$ cat src/rtl/legv8_pkg.sv
// Shared decode constants, ALU/PC operation codes and FSM encoding for the LEGv8 multicycle controller.
package legv8_pkg;

  localparam logic [10:0] OP_ADD  = 11'b10001011000;
  localparam logic [10:0] OP_ADDS = 11'b10101011000;
  localparam logic [10:0] OP_SUB  = 11'b11001011000;
  localparam logic [10:0] OP_SUBS = 11'b11101011000;
  localparam logic [10:0] OP_AND  = 11'b10001010000;
  localparam logic [10:0] OP_ORR  = 11'b10101010000;
  localparam logic [10:0] OP_EOR  = 11'b11001010000;
  localparam logic [9:0]  OP_ADDI = 10'b1001000100;
  localparam logic [9:0]  OP_SUBI = 10'b1101000100;
  localparam logic [10:0] OP_LDUR = 11'b11111000010;
  localparam logic [10:0] OP_STUR = 11'b11111000000;
  localparam logic [5:0]  OP_B    = 6'b000101;
  localparam logic [7:0]  OP_CBZ  = 8'b10110100;
  localparam logic [7:0]  OP_CBNZ = 8'b10110101;
  localparam logic [7:0]  OP_BCOND = 8'b01010100;
  localparam logic [10:0] OP_BR   = 11'b11010110000;

  // FS[1] inverts B, so SUB = ADD with inverted B and C0 = 1.
  localparam logic [4:0] FS_AND   = 5'b00000;
  localparam logic [4:0] FS_ORR   = 5'b00100;
  localparam logic [4:0] FS_ADD   = 5'b01000;
  localparam logic [4:0] FS_SUB   = 5'b01010;
  localparam logic [4:0] FS_EOR   = 5'b01100;
  localparam logic [4:0] FS_PASSB = 5'b10000;

  localparam logic [1:0] PS_HOLD = 2'b00;
  localparam logic [1:0] PS_INC  = 2'b01;
  localparam logic [1:0] PS_LOAD = 2'b10;
  localparam logic [1:0] PS_REL  = 2'b11;

  localparam logic [3:0] COND_EQ = 4'h0, COND_NE = 4'h1, COND_HS = 4'h2, COND_LO = 4'h3;
  localparam logic [3:0] COND_MI = 4'h4, COND_PL = 4'h5, COND_VS = 4'h6, COND_VC = 4'h7;
  localparam logic [3:0] COND_HI = 4'h8, COND_LS = 4'h9, COND_GE = 4'hA, COND_LT = 4'hB;
  localparam logic [3:0] COND_GT = 4'hC, COND_LE = 4'hD, COND_AL = 4'hE, COND_NV = 4'hF;

  typedef enum logic [1:0] {ST_FETCH, ST_EXEC, ST_MEM, ST_HALT} state_t;

  // PC has already been advanced by 4 during FETCH, hence the -4 correction.
  function automatic logic [63:0] rel_imm26(input logic [25:0] imm);
    return {{36{imm[25]}}, imm, 2'b00} - 64'd4;
  endfunction

  function automatic logic [63:0] rel_imm19(input logic [18:0] imm);
    return {{43{imm[18]}}, imm, 2'b00} - 64'd4;
  endfunction

endpackage

$ cat src/rtl/legv8_cond_check.sv
// Evaluates an ARM condition code against latched flags {V,C,N,Z}.
module legv8_cond_check
  import legv8_pkg::*;
(
  input  logic [3:0] cond_i,
  input  logic [3:0] flags_i,
  output logic       taken_o
);

  logic v, c, n, z;
  assign {v, c, n, z} = flags_i;

  always_comb begin
    taken_o = 1'b0;
    case (cond_i)
      COND_EQ: taken_o = z;
      COND_NE: taken_o = !z;
      COND_HS: taken_o = c;
      COND_LO: taken_o = !c;
      COND_MI: taken_o = n;
      COND_PL: taken_o = !n;
      COND_VS: taken_o = v;
      COND_VC: taken_o = !v;
      COND_HI: taken_o = c && !z;
      COND_LS: taken_o = !(c && !z);
      COND_GE: taken_o = (n == v);
      COND_LT: taken_o = (n != v);
      COND_GT: taken_o = !z && (n == v);
      COND_LE: taken_o = !(!z && (n == v));
      default: taken_o = 1'b1;
    endcase
  end

endmodule

$ cat src/rtl/control_unit_legv8.sv
// Multicycle FETCH/EXEC/MEM controller driving every control input of Datapath_LEGv8.
module control_unit_legv8
  import legv8_pkg::*;
#(
  parameter bit HALT_ON_UNDEF = 1'b1
) (
  input  logic        clock,
  input  logic        reset,
  input  logic [31:0] IR_out,
  input  logic [3:0]  status,
  input  logic [3:0]  SR_out,
  input  logic        mem_ready,
  output logic [4:0]  DA,
  output logic [4:0]  SA,
  output logic [4:0]  SB,
  output logic        W,
  output logic [4:0]  FS,
  output logic        C0,
  output logic        IL,
  output logic        SL,
  output logic [1:0]  PS,
  output logic        PCsel,
  output logic        Bsel,
  output logic        EN_ALU,
  output logic        EN_B,
  output logic        EN_PC,
  output logic        EN_ADDR_ALU,
  output logic        EN_ADDR_PC,
  output logic [63:0] constant,
  output logic        mem_read,
  output logic        mem_write,
  output logic        halt
);

  state_t      state_q, state_d;
  logic [10:0] op;
  logic        bcond_taken;
  logic        is_rtype, is_imm, is_mem, is_cb;
  logic        unused_status;

  assign op            = IR_out[31:21];
  assign unused_status = ^status[3:1];
  assign is_rtype = op inside {OP_ADD, OP_ADDS, OP_SUB, OP_SUBS, OP_AND, OP_ORR, OP_EOR};
  assign is_imm   = (op[10:1] == OP_ADDI) || (op[10:1] == OP_SUBI);
  assign is_mem   = (op == OP_LDUR) || (op == OP_STUR);
  assign is_cb    = (op[10:3] == OP_CBZ) || (op[10:3] == OP_CBNZ);

  legv8_cond_check u_cond (
    .cond_i  (IR_out[3:0]),
    .flags_i (SR_out),
    .taken_o (bcond_taken)
  );

  always_ff @(posedge clock or negedge reset) begin
    if (!reset) state_q <= ST_FETCH;
    else        state_q <= state_d;
  end

  // Outputs are gated by reset directly so strobes fall the instant reset asserts.
  always_comb begin
    state_d     = state_q;
    DA          = '0;
    SA          = '0;
    SB          = '0;
    W           = 1'b0;
    FS          = FS_AND;
    C0          = 1'b0;
    IL          = 1'b0;
    SL          = 1'b0;
    PS          = PS_HOLD;
    PCsel       = 1'b0;
    Bsel        = 1'b0;
    EN_ALU      = 1'b0;
    EN_B        = 1'b0;
    EN_PC       = 1'b0;
    EN_ADDR_ALU = 1'b0;
    EN_ADDR_PC  = 1'b0;
    constant    = '0;
    mem_read    = 1'b0;
    mem_write   = 1'b0;
    halt        = 1'b0;
    if (reset) begin
      case (state_q)
        ST_FETCH: begin
          EN_ADDR_PC = 1'b1;
          mem_read   = 1'b1;
          if (mem_ready) begin
            IL      = 1'b1;
            PS      = PS_INC;
            state_d = ST_EXEC;
          end
        end
        ST_EXEC: begin
          state_d = ST_FETCH;
          if (is_rtype || is_imm) begin
            SA     = IR_out[9:5];
            SB     = IR_out[20:16];
            DA     = IR_out[4:0];
            EN_ALU = 1'b1;
            W      = 1'b1;
            SL     = (op == OP_ADDS) || (op == OP_SUBS);
            if (is_imm) begin
              Bsel     = 1'b1;
              constant = {52'd0, IR_out[21:10]};
              FS       = (op[10:1] == OP_SUBI) ? FS_SUB : FS_ADD;
              C0       = (op[10:1] == OP_SUBI);
            end else begin
              case (op)
                OP_ADD, OP_ADDS: FS = FS_ADD;
                OP_SUB, OP_SUBS: begin FS = FS_SUB; C0 = 1'b1; end
                OP_ORR:          FS = FS_ORR;
                OP_EOR:          FS = FS_EOR;
                default:         FS = FS_AND;
              endcase
            end
          end else if (is_mem) begin
            state_d = ST_MEM;
          end else if (op[10:5] == OP_B) begin
            constant = rel_imm26(IR_out[25:0]);
            PCsel    = 1'b1;
            PS       = PS_REL;
          end else if (is_cb) begin
            SB       = IR_out[4:0];
            FS       = FS_PASSB;
            constant = rel_imm19(IR_out[23:5]);
            PCsel    = 1'b1;
            if (status[0] != IR_out[24]) PS = PS_REL;
          end else if (op[10:3] == OP_BCOND) begin
            constant = rel_imm19(IR_out[23:5]);
            PCsel    = 1'b1;
            if (bcond_taken) PS = PS_REL;
          end else if (op == OP_BR) begin
            SA = IR_out[9:5];
            PS = PS_LOAD;
          end else if (HALT_ON_UNDEF) begin
            state_d = ST_HALT;
          end
        end
        ST_MEM: begin
          SA          = IR_out[9:5];
          constant    = {{55{IR_out[20]}}, IR_out[20:12]};
          Bsel        = 1'b1;
          FS          = FS_ADD;
          EN_ADDR_ALU = 1'b1;
          if (op == OP_LDUR) begin
            DA       = IR_out[4:0];
            mem_read = 1'b1;
            W        = mem_ready;
          end else begin
            SB        = IR_out[4:0];
            EN_B      = 1'b1;
            mem_write = 1'b1;
          end
          if (mem_ready) state_d = ST_FETCH;
        end
        ST_HALT: halt = 1'b1;
        default: state_d = ST_FETCH;
      endcase
    end
  end

endmodule
$ cat config.mk
export PLATFORM = sky130hd
export DESIGN_NAME = control_unit_legv8
export DESIGN_NICKNAME = d
export VERILOG_FILES = /design/src/rtl/legv8_pkg.sv /design/src/rtl/legv8_cond_check.sv /design/src/rtl/control_unit_legv8.sv
export SDC_FILE = /design/constraint.sdc
export NUM_CORES = 1
export LEC_CHECK = 0
export ABC_AREA = 0
export ABC_CLOCK_PERIOD_IN_PS = 10150
export BUFFER_PORTS_ARGS = -buffer_cell sky130_fd_sc_hd__clkbuf_2
export CAP_MARGIN = 10
export CORE_MARGIN = 5
export CORE_UTILIZATION = 40
export DETAILED_ROUTE_END_ITERATION = 16
export GPL_TIMING_DRIVEN = 0
export PLACE_DENSITY = 0.71
export SYNTH_ARGS = -nofsm -noshare
export SYNTH_HDL_FRONTEND = slang
export SYNTH_SLANG_ARGS = --single-unit
$ cat constraint.sdc
create_clock -name clock -period 10.15 [get_ports clock]
set_clock_uncertainty 0.15 [all_clocks]
set_input_delay 0.5075 -clock clock [delete_from_list [all_inputs] [get_ports clock]]
set_output_delay 0.5075 -clock clock [all_outputs]
set_load 0.01 [all_outputs]
==> run summary, run 1 <==
DRC violation count after routing: 0
Yosys reg bits: 2
first-pass iteration count of the detailed router: 5
worst path cell trace: clkbuf_1 -> inv_1 -> ha_1 -> nor3b_1 -> nand3_1 -> or3_1 -> and3_1 -> o31ai_1 -> clkbuf_2
Required @ worst endpoint: 9.49 ns
register area share after synthesis: 0.0183
estimated wirelength of the detail-placed design: 8020 µm
Hold Crit Class: reg -> reg
insertion delay of the later-clocked pin in the worst-skew pair: 0.21 ns
registers with the most flip-flops: state_q x2
part of the total power dissipated in the clock network: 0.134
antenna violations before repair: 0
cell area after technology mapping: 0.00274 mm²
first-pass GRT wire length: 16300 µm
mean number of vias per cell: 5.85
achievable frequency: 0.258 GHz
Placed Area: 0.00346 mm²
number of clock buffers inserted by TritonCTS: 3
Core Footprint: 0.00672 mm²
EDFF count, synth: 0
pin count of the biggest net entering global routing: 32
slowest stage delay, CP: 0.54 ns
Netlist cell types: 69
floorplan row count: 30
relative max-transition margin: 0.527
critical path capture point type: primary output
die outline area: 0.00860 mm²
total power: 235 µW
most frequent cells in the layout: clkbuf_2, buf_4, clkbuf_1, nor2_1, a21oi_1
die extent in y: 92.7 µm
async set-reset flop share out of synthesis: 1.00
status: complete, no violations
number of buffers inserted by port buffering: 120
cell family with most CP delay: simple AND/OR/NAND/NOR gates
CP max stage cell: nor3b_1
crit path setup slack, layout: 6.28 ns
kind of critical path: in -> out
Final Core Density: 0.523
kind of start point of the critical path: primary input
worst supply voltage drop on vdd: 0.0000365 V
flip-flop count of the largest register, all copies and words added: 2
routed via count: 3590
violation count after the first detailed-routing iteration: 270
count of maximum capacitance violations: 0
count of fill cells added during filler insertion: 703
initial core utilization: 0.407
slew of the pin with the lowest slew margin: 0.710 ns
finished layout cell area: 0.00351 mm²
maximum root-to-sink buffer count: 2
CTS tree: built
setup slack of the most critical reg-to-reg path: 8.14 ns
die outline width: 92.7 µm
number of H-tree levels: 1
area added between synthesis and finish: 28.3%
Synthesis Warnings: 0
switching share of power: 0.544
Hold Vio Cnt, Final: 0
Sum Neg Setup Slack: 0 ns
critical path endpoint: constant[18]
R2R Path Start: state_q[1]
number of cells on the worst reg-to-reg path: 6
arrival time worst endpoint: 3.21 ns
clock slew at reported path FFs: 0.03 ns
Hold Worst Slack: 0.393 ns
gate count after technology mapping: 408
power density over the cells: 66.9 mW/mm²
number of antenna diodes: 0
Combinational Power Share: 0.806
I/O pins: 143
commonest non-fill, non-tap cell in the layout: clkbuf_2
gr ovfl total: 0
number of cells on the critical path: 9
mean cell area of the mapped netlist: 6.71 µm²
total number of nets in the final design: 588
share of the clock period used by the worst path after layout: 0.381
number of failing setup endpoints in the final timing report: 0
number of nets with antenna violations after routing: 0
setup repair after global routing missed its margin: no
number of global-route vias before repair: 3338
final wirelength: 10100 µm
placed cell count: 610
largest driver fanout on the critical path: 10
sequential share of power: 0.061
DP Worst Slack: 6.35 ns
internal power: 107 µW
Non-Filler Instances: 614
P_leak: 1.61 nW
buffers plus inverters on the worst setup path: 3
Biggest register: state_q
GR Util All Layers: 0.224
sinks on the clock net: 2
Slew Viols, Final: 0
most used flip-flop cell after synthesis: dfrtp_1
routed len/inst: 16.5 µm
time the worst path needs with I/O delays and setup: 3.87 ns
reg-to-reg critical path endpoint: state_q[0]
weighted congestion reported at the end of routability-driven placement: 0.978
CTS root buffer: clkbuf_8
Sw Pwr: 128 µW
launch point of the worst path: IR_out[5]
fraction of layout instances using a drive strength above 1: 0.348
==> cell families after synthesis <==
logic type,count (synthesis),share of synthesized area
other,1,0.00137
buffers and inverters,89,0.180
DFF,2,0.0183
AOI/OAI and AO/OA,106,0.263
xor gates and xnor gates,31,0.0992
adders and majority gates,9,0.0411
muxes,11,0.0407
and+or+nand+nor,159,0.357
==> worst min-delay path, delay by kind of cell, from the launching register on <==
kind,cells,cell delay [ns]
AO/OA/AOI/OAI,1,0.06
flip-flops,1,0.38
AND/OR/NAND/NOR,1,0.06
==> power groups by stage <==
stage / Clock (mW) / Sequential [mW] / Combinational (mW)
3_3_place_gp: 0 / 0.0143 / 0.184
2_1_floorplan: 0 / 0.0137 / 0.128
4_1_cts: 0.0317 / 0.0143 / 0.187
5_1_grt: 0.0322 / 0.0148 / 0.209
3_5_place_dp: 0 / 0.0143 / 0.185
6_report: 0.0314 / 0.0142 / 0.189
==> per-layer routing <==
layer  wire length (µm)  GRT usage  up-vias
met3                921     0.0236       20
li1                   -          -     1731
met2               4770      0.381      189
met1               4330      0.301     1650
met5                  0          0        -
met4                131     0.0537        0
==> cells in the mapped netlist (3+ instances only) <==
library cell	instances	share of area
a211oi_1	9	0.025
a21oi_1	21	0.038
a22o_1	5	0.016
a22oi_1	11	0.030
a31oi_1	5	0.011
and2_1	15	0.034
and3_1	5	0.011
and4_1	3	0.0096
buf_2	6	0.011
buf_4	38	0.10
clkbuf_1	29	0.040
ha_1	9	0.041
inv_1	15	0.021
mux2i_1	10	0.037
nand2_1	15	0.021
nand3_1	10	0.018
nand3b_1	7	0.019
nor2_1	25	0.034
nor2b_1	3	0.0069
nor3_1	16	0.029
nor3b_1	4	0.011
nor4_1	17	0.039
nor4_2	3	0.014
o21a_1	3	0.0082
o21ai_0	21	0.038
o22ai_1	4	0.0091
o31ai_1	7	0.019
or2_2	3	0.0069
or3_1	6	0.014
or4_1	7	0.019
xnor2_1	18	0.058
xor2_1	13	0.042
==> final cells by class <==
class                   instances  area [µm²]  area share
well taps                      80         100      0.0285
repair buffers                122         626       0.178
multi-input cells             318        2200       0.627
clock buffers                   3        41.3      0.0118
flip-flops and latches          2        50.0      0.0143
inverters                      15        56.3      0.0160
plain buffers                  74         435       0.124
==> worst min-delay path by stage <==
stage / slack, ns / startpoint / cells after the start / to
after floorplan: 0.06 / reset / 0 / state_q[0]
after global placement: 0.16 / reset / 1 / state_q[1]
after detailed placement: 0.17 / reset / 1 / state_q[1]
after CTS: 0.40 / state_q[1] / 2 / state_q[1]
after global routing: 0.43 / state_q[1] / 2 / state_q[1]
final: 0.39 / state_q[1] / 2 / state_q[1]
==> repair_timing <==
item,CTS,global route
gates resized for setup,0,0
hold buffers,1,0
setup buffers,0,0
endpoints found under the hold margin,2,0
(Power assumes the default switching activity.)
==> run 2: changes to the inputs <==
ABC_CLOCK_PERIOD_IN_PS = 3800   (was 10150)
clock period = 3.8 ns   (was 10.15 ns; I/O delays follow)
==> run 2 against run 1 <==
Register-to-register slack got worse by 6.4 ns. Sequential cell count unchanged. Cell count unchanged. Via count increased by 0.45%. Hold slack got worse by 0.22 ns. Non-clock buffer count unchanged. Cell area increased by 0.36%. Sequential power increased to 2.7 times the previous value. Critical path depth increased by 1. Global-route usage decreased by 0.14 points. Power increased to 2.7 times the previous value. Critical path type is now reg -> out. Largest cell class unchanged.
==> run summary, run 2 (synthesis gave the netlist of run 1 again) <==
status: complete, no violations
setup repair after global routing missed its margin: no
routed len/inst: 16.6 µm (+0.38%)
critical path capture point type: primary output
CP max stage cell: nor4_2
slowest stage delay, CP: 0.58 ns (+0.04 ns)
setup slack of the most critical reg-to-reg path: 1.79 ns (-6.35 ns)
time the worst path needs with I/O delays and setup: 3.36 ns
Sw Pwr: 340 µW (+170%)
kind of start point of the critical path: flop
kind of critical path: reg -> out
insertion delay of the later-clocked pin in the worst-skew pair: 0.20 ns (about the same)
total power: 627 µW (+170%)
GR Util All Layers: 0.222 (-0.00139)
number of antenna diodes: 0 (unchanged)
worst supply voltage drop on vdd: 0.0000827 V (+130%)
buffers plus inverters on the worst setup path: 6 (+3)
routed via count: 3606 (+0.45%)
registers with the most flip-flops: state_q x2
die extent in y: 92.7 µm (unchanged)
I/O pins: 143 (unchanged)
Core Footprint: 0.00672 mm² (unchanged)
internal power: 287 µW (+170%)
R2R Path Start: state_q[1]
number of cells on the worst reg-to-reg path: 6 (unchanged)
commonest non-fill, non-tap cell in the layout: clkbuf_2
most frequent cell on the critical path: inv_1
Hold Worst Slack: 0.174 ns (-0.218 ns)
estimated wirelength of the detail-placed design: 8020 µm (+0.11%)
cell family with most CP delay: buffers and inverters
Slew Viols, Final: 0 (unchanged)
flip-flop count of the largest register, all copies and words added: 2 (unchanged)
number of H-tree levels: 1 (unchanged)
Hold Vio Cnt, Final: 0 (unchanged)
worst path cell trace: inv_1 -> ha_1 -> inv_1 -> nor4_2 -> nand3_1 -> buf_2 -> o21ai_2 -> buf_16 -> buf_4 -> clkbuf_2
number of post-CTS setup repair buffers: 0 (unchanged)
CTS tree: built
slew of the pin with the lowest slew margin: 0.682 ns (-0.0281 ns)
crit path setup slack, layout: 0.435 ns (-5.85 ns)
mean number of vias per cell: 5.87 (+0.45%)
floorplan row count: 30 (unchanged)
first-pass GRT wire length: 16300 µm (-0.25%)
violation count after the first detailed-routing iteration: 316 (+17%)
CTS root buffer: clkbuf_8
sequential share of power: 0.062 (about the same)
antenna violations before repair: 0 (unchanged)
maximum root-to-sink buffer count: 2 (unchanged)
first-pass iteration count of the detailed router: 7 (+2)
DRC violation count after routing: 0 (unchanged)
gr ovfl total: 0 (unchanged)
sinks on the clock net: 2 (unchanged)
power density over the cells: 178 mW/mm² (+170%)
initial core utilization: 0.407 (unchanged)
Biggest register: state_q
P_leak: 1.61 nW (+0.26%)
share of the clock period used by the worst path after layout: 0.885
launch point of the worst path: state_q[1]
die outline width: 92.7 µm (unchanged)
largest driver fanout on the critical path: 28 (+18)
pin count of the biggest net entering global routing: 29 (-9.4%)
die outline area: 0.00860 mm² (unchanged)
clock slew at reported path FFs: 0.03 ns (about the same)
weighted congestion reported at the end of routability-driven placement: 1.00 (+2.3%)
count of maximum capacitance violations: 0 (unchanged)
most frequent cells in the layout: clkbuf_2, buf_4, clkbuf_1, nor2_1, a21oi_1
Hold Crit Class: in -> async
relative max-transition margin: 0.541 (+0.0145)
number of nets with antenna violations after routing: 0 (unchanged)
final wirelength: 10200 µm (+0.38%)
total number of nets in the final design: 588 (unchanged)
fraction of layout instances using a drive strength above 1: 0.348 (unchanged)
Required @ worst endpoint: 3.46 ns (-6.03 ns)
number of global-route vias before repair: 3274 (-1.9%)
reg-to-reg critical path endpoint: state_q[0]
DP Worst Slack: 0.682 ns (-5.67 ns)
switching share of power: 0.542 (-0.00224)
number of failing setup endpoints in the final timing report: 0 (unchanged)
arrival time worst endpoint: 3.02 ns (-0.19 ns)
number of buffers inserted by port buffering: 120 (unchanged)
achievable frequency: 0.297 GHz
area added between synthesis and finish: 28.7%
Combinational Power Share: 0.810 (+0.004)
number of clock buffers inserted by TritonCTS: 3 (unchanged)
part of the total power dissipated in the clock network: 0.128 (-0.006)
## run 2: cell count changes in the layout (fill, tap and decap cells not counted)
| cell | previous run | this run |
|---|---|---|
| buf_8 | 1 | 0 |
| buf_16 | 0 | 1 |
## run 2: worst max path at each step
stage	end	slack, ns	depth (start not counted)
global placement	constant[63]	-0.32	9
finish	constant[34]	0.44	10
global route	constant[46]	0.16	10
CTS	constant[34]	0.44	10
detailed placement	constant[18]	0.68	9
floorplan	constant[29]	0.26	7
## run 2: area by class of cell
class	instances	area, µm²
Tap cell	80	100
Sequential cell	2	50.0
Timing Repair Buffer	122	638
Buffer	74	435
Multi-Input combinational cell	318	2200
Inverter	15	56.3
Fill cell	705	3190
Clock buffer	3	41.3
## run 2: timing repair
item | in CTS | in global routing
gates resized for setup | 0 | 0
hold endpoints to repair | 2 | 0
hold buffers | 1 | 0
## run 2: routing by layer
metal,up-vias,GRT usage,part of all wire
li1,1729,-,-
met5,-,0,0
met3,8,0.0187,0.095
met4,0,0.0354,0.0087
met2,213,0.381,0.48
met1,1656,0.307,0.42
## run 2: worst register-to-register path, stage by stage (launching register included)
cell and delay [ns]:
dfrtp_1 0.40, inv_1 0.10, ha_1 0.26, inv_1 0.10, nor4_2 0.58, a311oi_1 0.18, a21oi_1 0.15
## run 2: through the flow
stage | util | std cells | area, µm² | setup TNS, ns
final | 0.525 | 614 | 3520 | 0
after global routing | 0.525 | 614 | 3520 | 0
after CTS | 0.525 | 614 | 3520 | 0
after detailed placement | 0.517 | 610 | 3470 | 0
after global placement | 0.512 | 609 | 3440 | -11.32
after floorplan | - | 409 | 2740 | 0
## run 2: power by group through the flow
stage               clock, mW  sequential (mW)  combinational, mW
global placement            0           0.0381              0.489
global route           0.0858           0.0404              0.556
finish                 0.0802           0.0388              0.508
floorplan                   0           0.0367              0.340
CTS                    0.0826           0.0387              0.502
detailed placement          0           0.0390              0.498
